--- src/rtl/regwb_arbiter.sv ---
`default_nettype none
// ============================================================================
// regwb_arbiter : register-file write-port arbiter (pipeline priority, MDU FIFO,
//                 busy scoreboard, starvation stall). Option: REGWB_BYPASS_EN
// Revision      : 1.0
// ============================================================================
module regwb_arbiter #(
  parameter int DEPTH    = 4,
  parameter int MAX_WAIT = 8
) (
  input  logic                     clk,
  input  logic                     rst,
  input  logic                     pipe_we,
  input  logic [4:0]               pipe_waddr,
  input  logic [31:0]              pipe_wdata,
  input  logic                     mdu_valid,
  output logic                     mdu_ready,
  input  logic [4:0]               mdu_waddr,
  input  logic [31:0]              mdu_wdata,
  input  logic                     iss_valid,
  input  logic [4:0]               iss_rd,
  input  logic [4:0]               chk_rs1,
  input  logic [4:0]               chk_rs2,
  input  logic [4:0]               chk_rd,
  output logic                     chk_hazard,
  output logic                     pipe_stall,
  output logic                     regwrite,
  output logic [4:0]               waddr,
  output logic [31:0]              wdata,
  output logic [$clog2(DEPTH):0]   fifo_count
);

  localparam int AW = $clog2(DEPTH);
  localparam int CW = AW + 1;
  localparam int WW = $clog2(MAX_WAIT + 1);
  localparam logic [CW-1:0] C_DEPTH    = CW'(DEPTH);
  localparam logic [WW-1:0] C_MAX_WAIT = WW'(MAX_WAIT);

  logic [4:0]    r_fa [DEPTH];
  logic [31:0]   r_fd [DEPTH];
  logic [AW-1:0] r_wp;
  logic [AW-1:0] r_rp;
  logic [CW-1:0] r_count;
  logic [WW-1:0] r_wait;
  logic [31:0]   r_busy;

  logic          w_pipe_req;
  logic          w_pop;
  logic          w_enq;
  logic [4:0]    w_head_addr;
  logic [31:0]   w_head_data;
  logic [31:0]   w_set;
  logic [31:0]   w_clr;
  logic [31:0]   w_busy_nxt;
  logic [31:0]   w_busy_chk;

  assign pipe_stall  = !rst && (r_wait == C_MAX_WAIT);
  assign w_pipe_req  = !rst && pipe_we && (pipe_waddr != 5'd0) && !pipe_stall;
  assign w_pop       = !rst && !w_pipe_req && (r_count != '0);
  assign mdu_ready   = !rst && (r_count < C_DEPTH);
  // x0 results are acknowledged but never take a FIFO slot
  assign w_enq       = mdu_valid && mdu_ready && (mdu_waddr != 5'd0);
  assign w_head_addr = r_fa[r_rp];
  assign w_head_data = r_fd[r_rp];
  assign fifo_count  = r_count;

  always_comb begin
    regwrite = 1'b0;
    waddr    = 5'd0;
    wdata    = 32'd0;
    if (w_pipe_req) begin
      regwrite = 1'b1;
      waddr    = pipe_waddr;
      wdata    = pipe_wdata;
    end else if (w_pop) begin
      regwrite = 1'b1;
      waddr    = w_head_addr;
      wdata    = w_head_data;
    end
  end

  assign w_set      = (!rst && iss_valid && (iss_rd != 5'd0)) ? (32'd1 << iss_rd) : 32'd0;
  assign w_clr      = w_pop ? (32'd1 << w_head_addr) : 32'd0;
  // set is applied after clear so a same-cycle re-issue keeps the register busy
  assign w_busy_nxt = ((r_busy & ~w_clr) | w_set) & ~32'd1;

`ifdef REGWB_BYPASS_EN
  assign w_busy_chk = r_busy & ~w_clr;
`else
  assign w_busy_chk = r_busy;
`endif

  assign chk_hazard = !rst && (w_busy_chk[chk_rs1] | w_busy_chk[chk_rs2] | w_busy_chk[chk_rd]);

  always_ff @(posedge clk) begin
    if (w_enq) begin
      r_fa[r_wp] <= mdu_waddr;
      r_fd[r_wp] <= mdu_wdata;
    end
  end

  always_ff @(posedge clk) begin
    if (rst) begin
      r_wp    <= '0;
      r_rp    <= '0;
      r_count <= '0;
      r_wait  <= '0;
      r_busy  <= '0;
    end else begin
      if (w_enq) r_wp <= r_wp + AW'(1);
      if (w_pop) r_rp <= r_rp + AW'(1);
      r_count <= r_count + CW'(w_enq) - CW'(w_pop);
      if (w_pop || (r_count == '0)) r_wait <= '0;
      else if (r_wait != C_MAX_WAIT) r_wait <= r_wait + WW'(1);
      r_busy <= w_busy_nxt;
    end
  end

endmodule
`default_nettype wire

--- config.mk ---
export PLATFORM = sky130hd
export DESIGN_NAME = regwb_arbiter
export DESIGN_NICKNAME = d
export VERILOG_FILES = /design/src/rtl/regwb_arbiter.sv
export SDC_FILE = /design/constraint.sdc
export NUM_CORES = 1
export LEC_CHECK = 0
export CELL_PAD_IN_SITES_DETAIL_PLACEMENT = 2
export CELL_PAD_IN_SITES_GLOBAL_PLACEMENT = 2
export CORE_MARGIN = 1.5
export CORE_UTILIZATION = 38
export DETAILED_ROUTE_END_ITERATION = 16
export GPL_ROUTABILITY_DRIVEN = 0
export PLACE_DENSITY = 0.83
export RECOVER_POWER = 50
export SYNTH_ARGS = -nofsm -noshare
export SYNTH_HDL_FRONTEND = slang
export SYNTH_SLANG_ARGS = --single-unit
--- constraint.sdc ---
create_clock -name clk -period 3.9 [get_ports clk]
set_clock_uncertainty 0.15 [all_clocks]
set_input_delay 0.78 -clock clk [delete_from_list [all_inputs] [get_ports clk]]
set_output_delay 0.78 -clock clk [all_outputs]
set_load 0.01 [all_outputs]
; ---- Word-level counts from Yosys, hierarchy flattened
; Memory sizes are Yosys's and may differ from the RTL's. A register that Yosys moved wholly into a read port is not among the register bits.
; Index checks and enable logic that the tools add are counted.
[word_totals]
register_bits = 43
latch_bits = 0
ramBits = 148
mem_bits_ro = 0
in_bits = 99
out_inout_bits = 44
wordCells = 68
mem_count = 2
[classes]
add_sub_neg = 5
n_mul = 0
div_mod_pow = 0
n_lt_le_gt_ge = 4
eq_ne = 2
shift = 2
muxes = 20
bitwise_logic = 5
n_reduce_logical = 22
[memory_table]
columns = memory, words, width, rd, rd_ports_with_merged_regs, write_ports, line_no
row1 = r_fd, 4, 32, 1, 1, 1, 40  ; logic [31:0] r_fd [DEPTH];
row2 = r_fa, 4, 5, 1, 1, 1, 39  ; logic [4:0] r_fa [DEPTH];
[ops]
columns = op, n
row1 = two-way mux 32 bit, 4
row2 = "<< shifter 1 x 5 -> 32 bit, first input constant", 2
row3 = AND 32 bit, 1
row4 = inverter 32 bit, 1
row5 = bitwise OR 32 bit, 1
row6 = "less-than comparator 5 x 6 -> 1 bit, second input constant", 3
row7 = binary-select mux 1 bit (select 5 bit), 3
row8 = nonzero test 5 bit, 3
row9 = logical AND 1 bit, 12
row10 = two-way mux 5 bit, 2
row11 = two-way mux 2 bit, 4
row12 = two-way mux 1 bit, 7
row13 = "adder 2 x 1 -> 2 bit, second input constant", 2
row14 = "adder 4 x 1 -> 4 bit, second input constant", 1
row15 = "equality test 4 bit, second input constant", 1
row16 = "inequality test 4 bit, second input constant", 1
row17 = adder 3 x 1 -> 3 bit, 1
row18 = logical NOT 1 bit, 3
row19 = logical NOT 3 bit, 1
row20 = "less-than comparator 3 bit, second input constant", 1
row21 = nonzero test 3 bit, 1
row22 = subtractor 3 x 1 -> 3 bit, 1
row23 = bitwise OR 1 bit, 2
row24 = OR reduction 2 bit, 1
row25 = logical OR 1 bit, 1

; ---- Longest topological paths before layout
[logic_depth]
word_depth = 11
ltp_mapped = 14
depth_no_buf = 13

; ---- Worst setup path before layout
; OpenSTA, ideal clock, no wires.
[synth_timing]
kind = input to register
start = input pipe_waddr[4]
end = register r_count[2], in the netlist fifo_count[2]
setup_time_ns = 0.128
arrival_time_ns = 3.299
required_ns = 3.622
slack_ns = 0.324
path_stages = 12
path_buffers = 1
path_cell_list = or4_1 -> o2111a_1 -> nor3_1 -> clkbuf_1 -> ha_1 -> inv_1 -> ha_1 -> inv_1 -> fa_1 -> xor2_1 -> xnor2_1 -> nor2_1
[synth_via]
elab_chain_len = 7
[synth_rtl]
columns = element, line_no
row1 = "start, declared", 14  ; input logic [4:0] pipe_waddr,
row2 = nonzero test 5 bit, 58  ; assign w_pipe_req = !rst && pipe_we && (pipe_waddr != 5'd0) && !pipe_stall;
row3 = logical AND 1 bit (2 in series), 58
row4 = logical NOT 1 bit, 59  ; assign w_pop = !rst && !w_pipe_req && (r_count != '0);
row5 = logical AND 1 bit (2 in series), 59
row6 = named net w_pop, 48  ; logic w_pop;
row7 = subtractor 3 x 1 -> 3 bit, 112  ; r_count <= r_count + CW'(w_enq) - CW'(w_pop);
row8 = "end signal, assigned", 112
row9 = "end, declared", 43  ; logic [CW-1:0] r_count;
; The timed path passes the listed nets, and every way through them passes these cells.
; A chain may end at the register's enable or synchronous reset.

; ---- Worst setup path after layout
[layout_timing]
start = input pipe_waddr[4]
end = output wdata[7]
[layout_via]
elab_chain_len = 8
[layout_rtl]
columns = element, line_no
row1 = nonzero test 5 bit *, 58
row2 = logical AND 1 bit * (2 in series), 58
row3 = logical NOT 1 bit, 59
row4 = logical AND 1 bit (2 in series), 59
row5 = two-way mux 32 bit, 75  ; end else if (w_pop) begin
row6 = two-way mux 32 bit *, 71  ; if (w_pipe_req) begin
row7 = "end, declared", 29  ; output logic [31:0] wdata,
; Every way passes the cells marked *; elsewhere a longest branch is shown, timed or not.

==> metrics.md <==
| Metric | Value |
|---|---|
| Largest net degree at the start of global routing | 40 |
| Sequential share of the synthesized area | 62.9% |
| RSZ-0062 raised after global routing | no |
| Clk_lat worst skew | around 450 ps |
| Area share of the largest cell type after synthesis | between 50% and 60% |
| Slew headroom | between 30% and 40% |
| Multi-input logic area | 0.00301 mm2 |
| Reg clk slew, reported paths | 70 ps |
| Count leader, synth | edfxtp_1 |
| Post-route clock period utilization | 99.1% |
| Register Area | approximately 0.0053 mm2 |
| # hold bufs at CTS | 0 |
| DRT Pass-1 Iters | 4 |
| Fin. Hold Viols | 0 |
| Drt wl/cell | around 29 um |
| Mapped Cells | roughly 550 |
| Most common library cells after synthesis | 148 x edfxtp_1, 56 x mux4_2, 44 x dfxtp_1, 37 x a22o_1, 34 x a21oi_1 |
| Clk buf depth | 2 |
| Setup Viol. Count Final | 0 |
| Initial antenna violation count | 5 |
| Hold Path Class | flop to flop |
| Crit-path max FO | 6 |
| Maximum vdd ir drop | 0.354 mV |
| Dpl hpwl | 20000 um |
| Tot GR Track Use | roughly a quarter |
| Path type of the worst setup path | input pin to output pin |
| Pwr Density | around 490 mW/mm2 |
| Worst Setup SP | pipe_waddr[4] |
| Avg Cell Area, Syn | ~15 um2 |
| Share of layout cells above drive strength 1 | around a fifth |
| Port-buffer cells | between 100 and 150 |
| Initial Util | 38.8% |
| Final Util | between 50% and 60% |
| Num CTS Buffers | 17 |
| Leak | ~0.0038 uW |
| # IOs | ~140 |
| Crit. End Element | output pin |
| Final slew viol count | 0 |
| CP arrival | just under 3000 ps |
| ANT nets after route | 0 |
| CTS tree | done |
| Die area | ~0.023 mm2 |
| Achievable Freq | roughly 260 MHz |
| Tmin final | 3870 ps |
| Final Instance Area | between 0.01 and 0.015 mm2 |
| Vias/cell | between 5 and 6 |
| Predominant post-synthesis flop cell | edfxtp_1 |
| Maxcap violations | 0 |
| Routed wire length | 29000 um |
| Rows | 54 |
| Die H | 152 um |
| Worst R2R Start | r_wait[0]$_SDFFE_PP0P_ |
| Status | finished clean |
| Initial drt markers | approximately 390 |
| Core ar. | 0.0218 mm2 |
| Worst endpoint required time | between 2000 and 3000 ps |
| Main area contributors after synthesis | edfxtp_1 52%, mux4_2 15%, dfxtp_1 10%, a22o_1 3.8%, mux2i_1 2.1% |
| Synthesized flop and latch total | approximately 190 |
| Cell Area, Placed | roughly 0.010 mm2 |
| Area growth syn-to-layout | 30.2% |
| Cell taking the most area after synthesis | edfxtp_1 |
| Vias in the first global route | ~6800 |
| Net count, final | 828 |
| Ys Warns | 0 |
| Number of library cell types mapped by synthesis | 45 |
| H-tree Lvls | 4 |
| Post-synth EDFFs | ~150 |
| Drt drc | 0 |
| Slew @ Worst Pin | roughly 940 ps |
| Via count | approximately 6000 |
| Mapped Nets | 659 |
| Min-delay src | r_busy[18]$_SDFF_PP0_ |
| GRT overflow | 0 |
| CTS sink cnt | 192 |
| Root Buffer | clkbuf_16 |
| Layout filler cell count | approximately 2000 |
| Cell Area, Synth | roughly 0.0085 mm2 |
| First-pass GRT wire length | ~44000 um |
| Setup TNS | 0 ps |
| Ys async rst share | 0% |
| Type of origin of the critical path | input pin |
| Die width | around 150 um |
logic make-up (layout without fill, tap and decap cells):
logic type / Yosys count / in the layout / synth area share [%]
AND/OR/NAND/NOR: 115 / 115 / 7.25
buffers and inverters: 42 / 224 / 2.01
AO/OA/AOI/OAI: 110 / 110 / 8.49
multiplexers: 75 / 75 / 17.1
adder cells (fa/ha/maj): 9 / 9 / 1.42
flip-flops: 192 / 192 / 62.9
other: 0 / 2 / 0
XOR/XNOR: 8 / 8 / 0.827
registers in the layout, indices dropped and copies added, names as in the netlist, named ones only:
name and count:
fifo_count 3, r_busy 31, r_fa 20, r_fd 128, r_rp 2, r_wait 4, r_wp 2
stage by stage:
stage / setup WS (ps) / cells / hold WS [ps] / power [uW]
2_1_floorplan: 324 / 551 / 325 / 3070
3_3_place_gp: -310 / 977 / 341 / 3640
3_5_place_dp: -571 / 977 / 370 / 3740
4_1_cts: 0.633 / 1013 / 385 / 5500
5_1_grt: 7.11 / 1013 / 411 / 5630
6_report: 34.0 / 1015 / 380 / 5460
placed cells by master (no fill, tap or decap), types with 11 or more instances in the layout:
master             n
nand2_1           29
dlygate4sd3_1     41
a22o_1            36
nor2_1            23
dfxtp_1           42
a21oi_1           34
mux4_2            56
o21ai_1           31
mux2i_1           18
dlygate4sd2_1     26
clkdlybuf4s50_1   58
edfxtp_1         148
inv_1             11
clkbuf_16         17
buf_4             24
where the power goes:
part / switching (uW) / total, uW / internal, uW
sequential: 86.1 / 2380 / 2290
combinational: 690 / 1340 / 650
clock: 885 / 1740 / 855
total: 1660 / 5460 / 3800
critical path: stages:
cell and delay, ps:
dlygate4sd2_1 280, or4_4 550, o2111a_2 310, nor3_4 190, buf_6 160, buf_4 130
buf_6 130, a22o_1 140, clkdlybuf4s15_1 260
layout make-up:
class	count	share of cell area (%)
flip-flops and latches	192	48.3
multi-input cells	317	27.3
repair buffers	181	15.7
clock buffers	18	3.89
well taps	280	3.18
clock inverters	14	1.28
inverters	11	0.374
diodes	2	0.0454
routing by layer:
layer | GRT usage (%) | vias up | share of wire, % | routed length (um)
met5 | 0 | - | 0.13 | 37
met4 | 11.2 | 6 | 3.2 | 934
met3 | 5.09 | 62 | 4.9 | 1430
met2 | 46.9 | 244 | 53 | 15500
met1 | 29.2 | 3117 | 38 | 11100
li1 | - | 2540 | - | -
what timing repair did:
item                                   4_1_cts  5_1_grt
cloned                                       2        0
pin swaps                                    4        1
gates resized for setup                     79        5
setup buffers                                2        0
endpoints found under the hold margin        0        0
setup endpoints to repair                   40        7
path summary, 6_finish.rpt:
path	to	slack [ps]	cells after the start
setup / recovery	wdata[7]	30	9
hold / removal	r_busy[18]$_SDFF_PP0_	380	2
setup reg to reg	fifo_count[2]$_SDFF_PP0_	430	15
hold reg to reg	r_busy[18]$_SDFF_PP0_	380	2
Power figures use the tool's default switching activity.
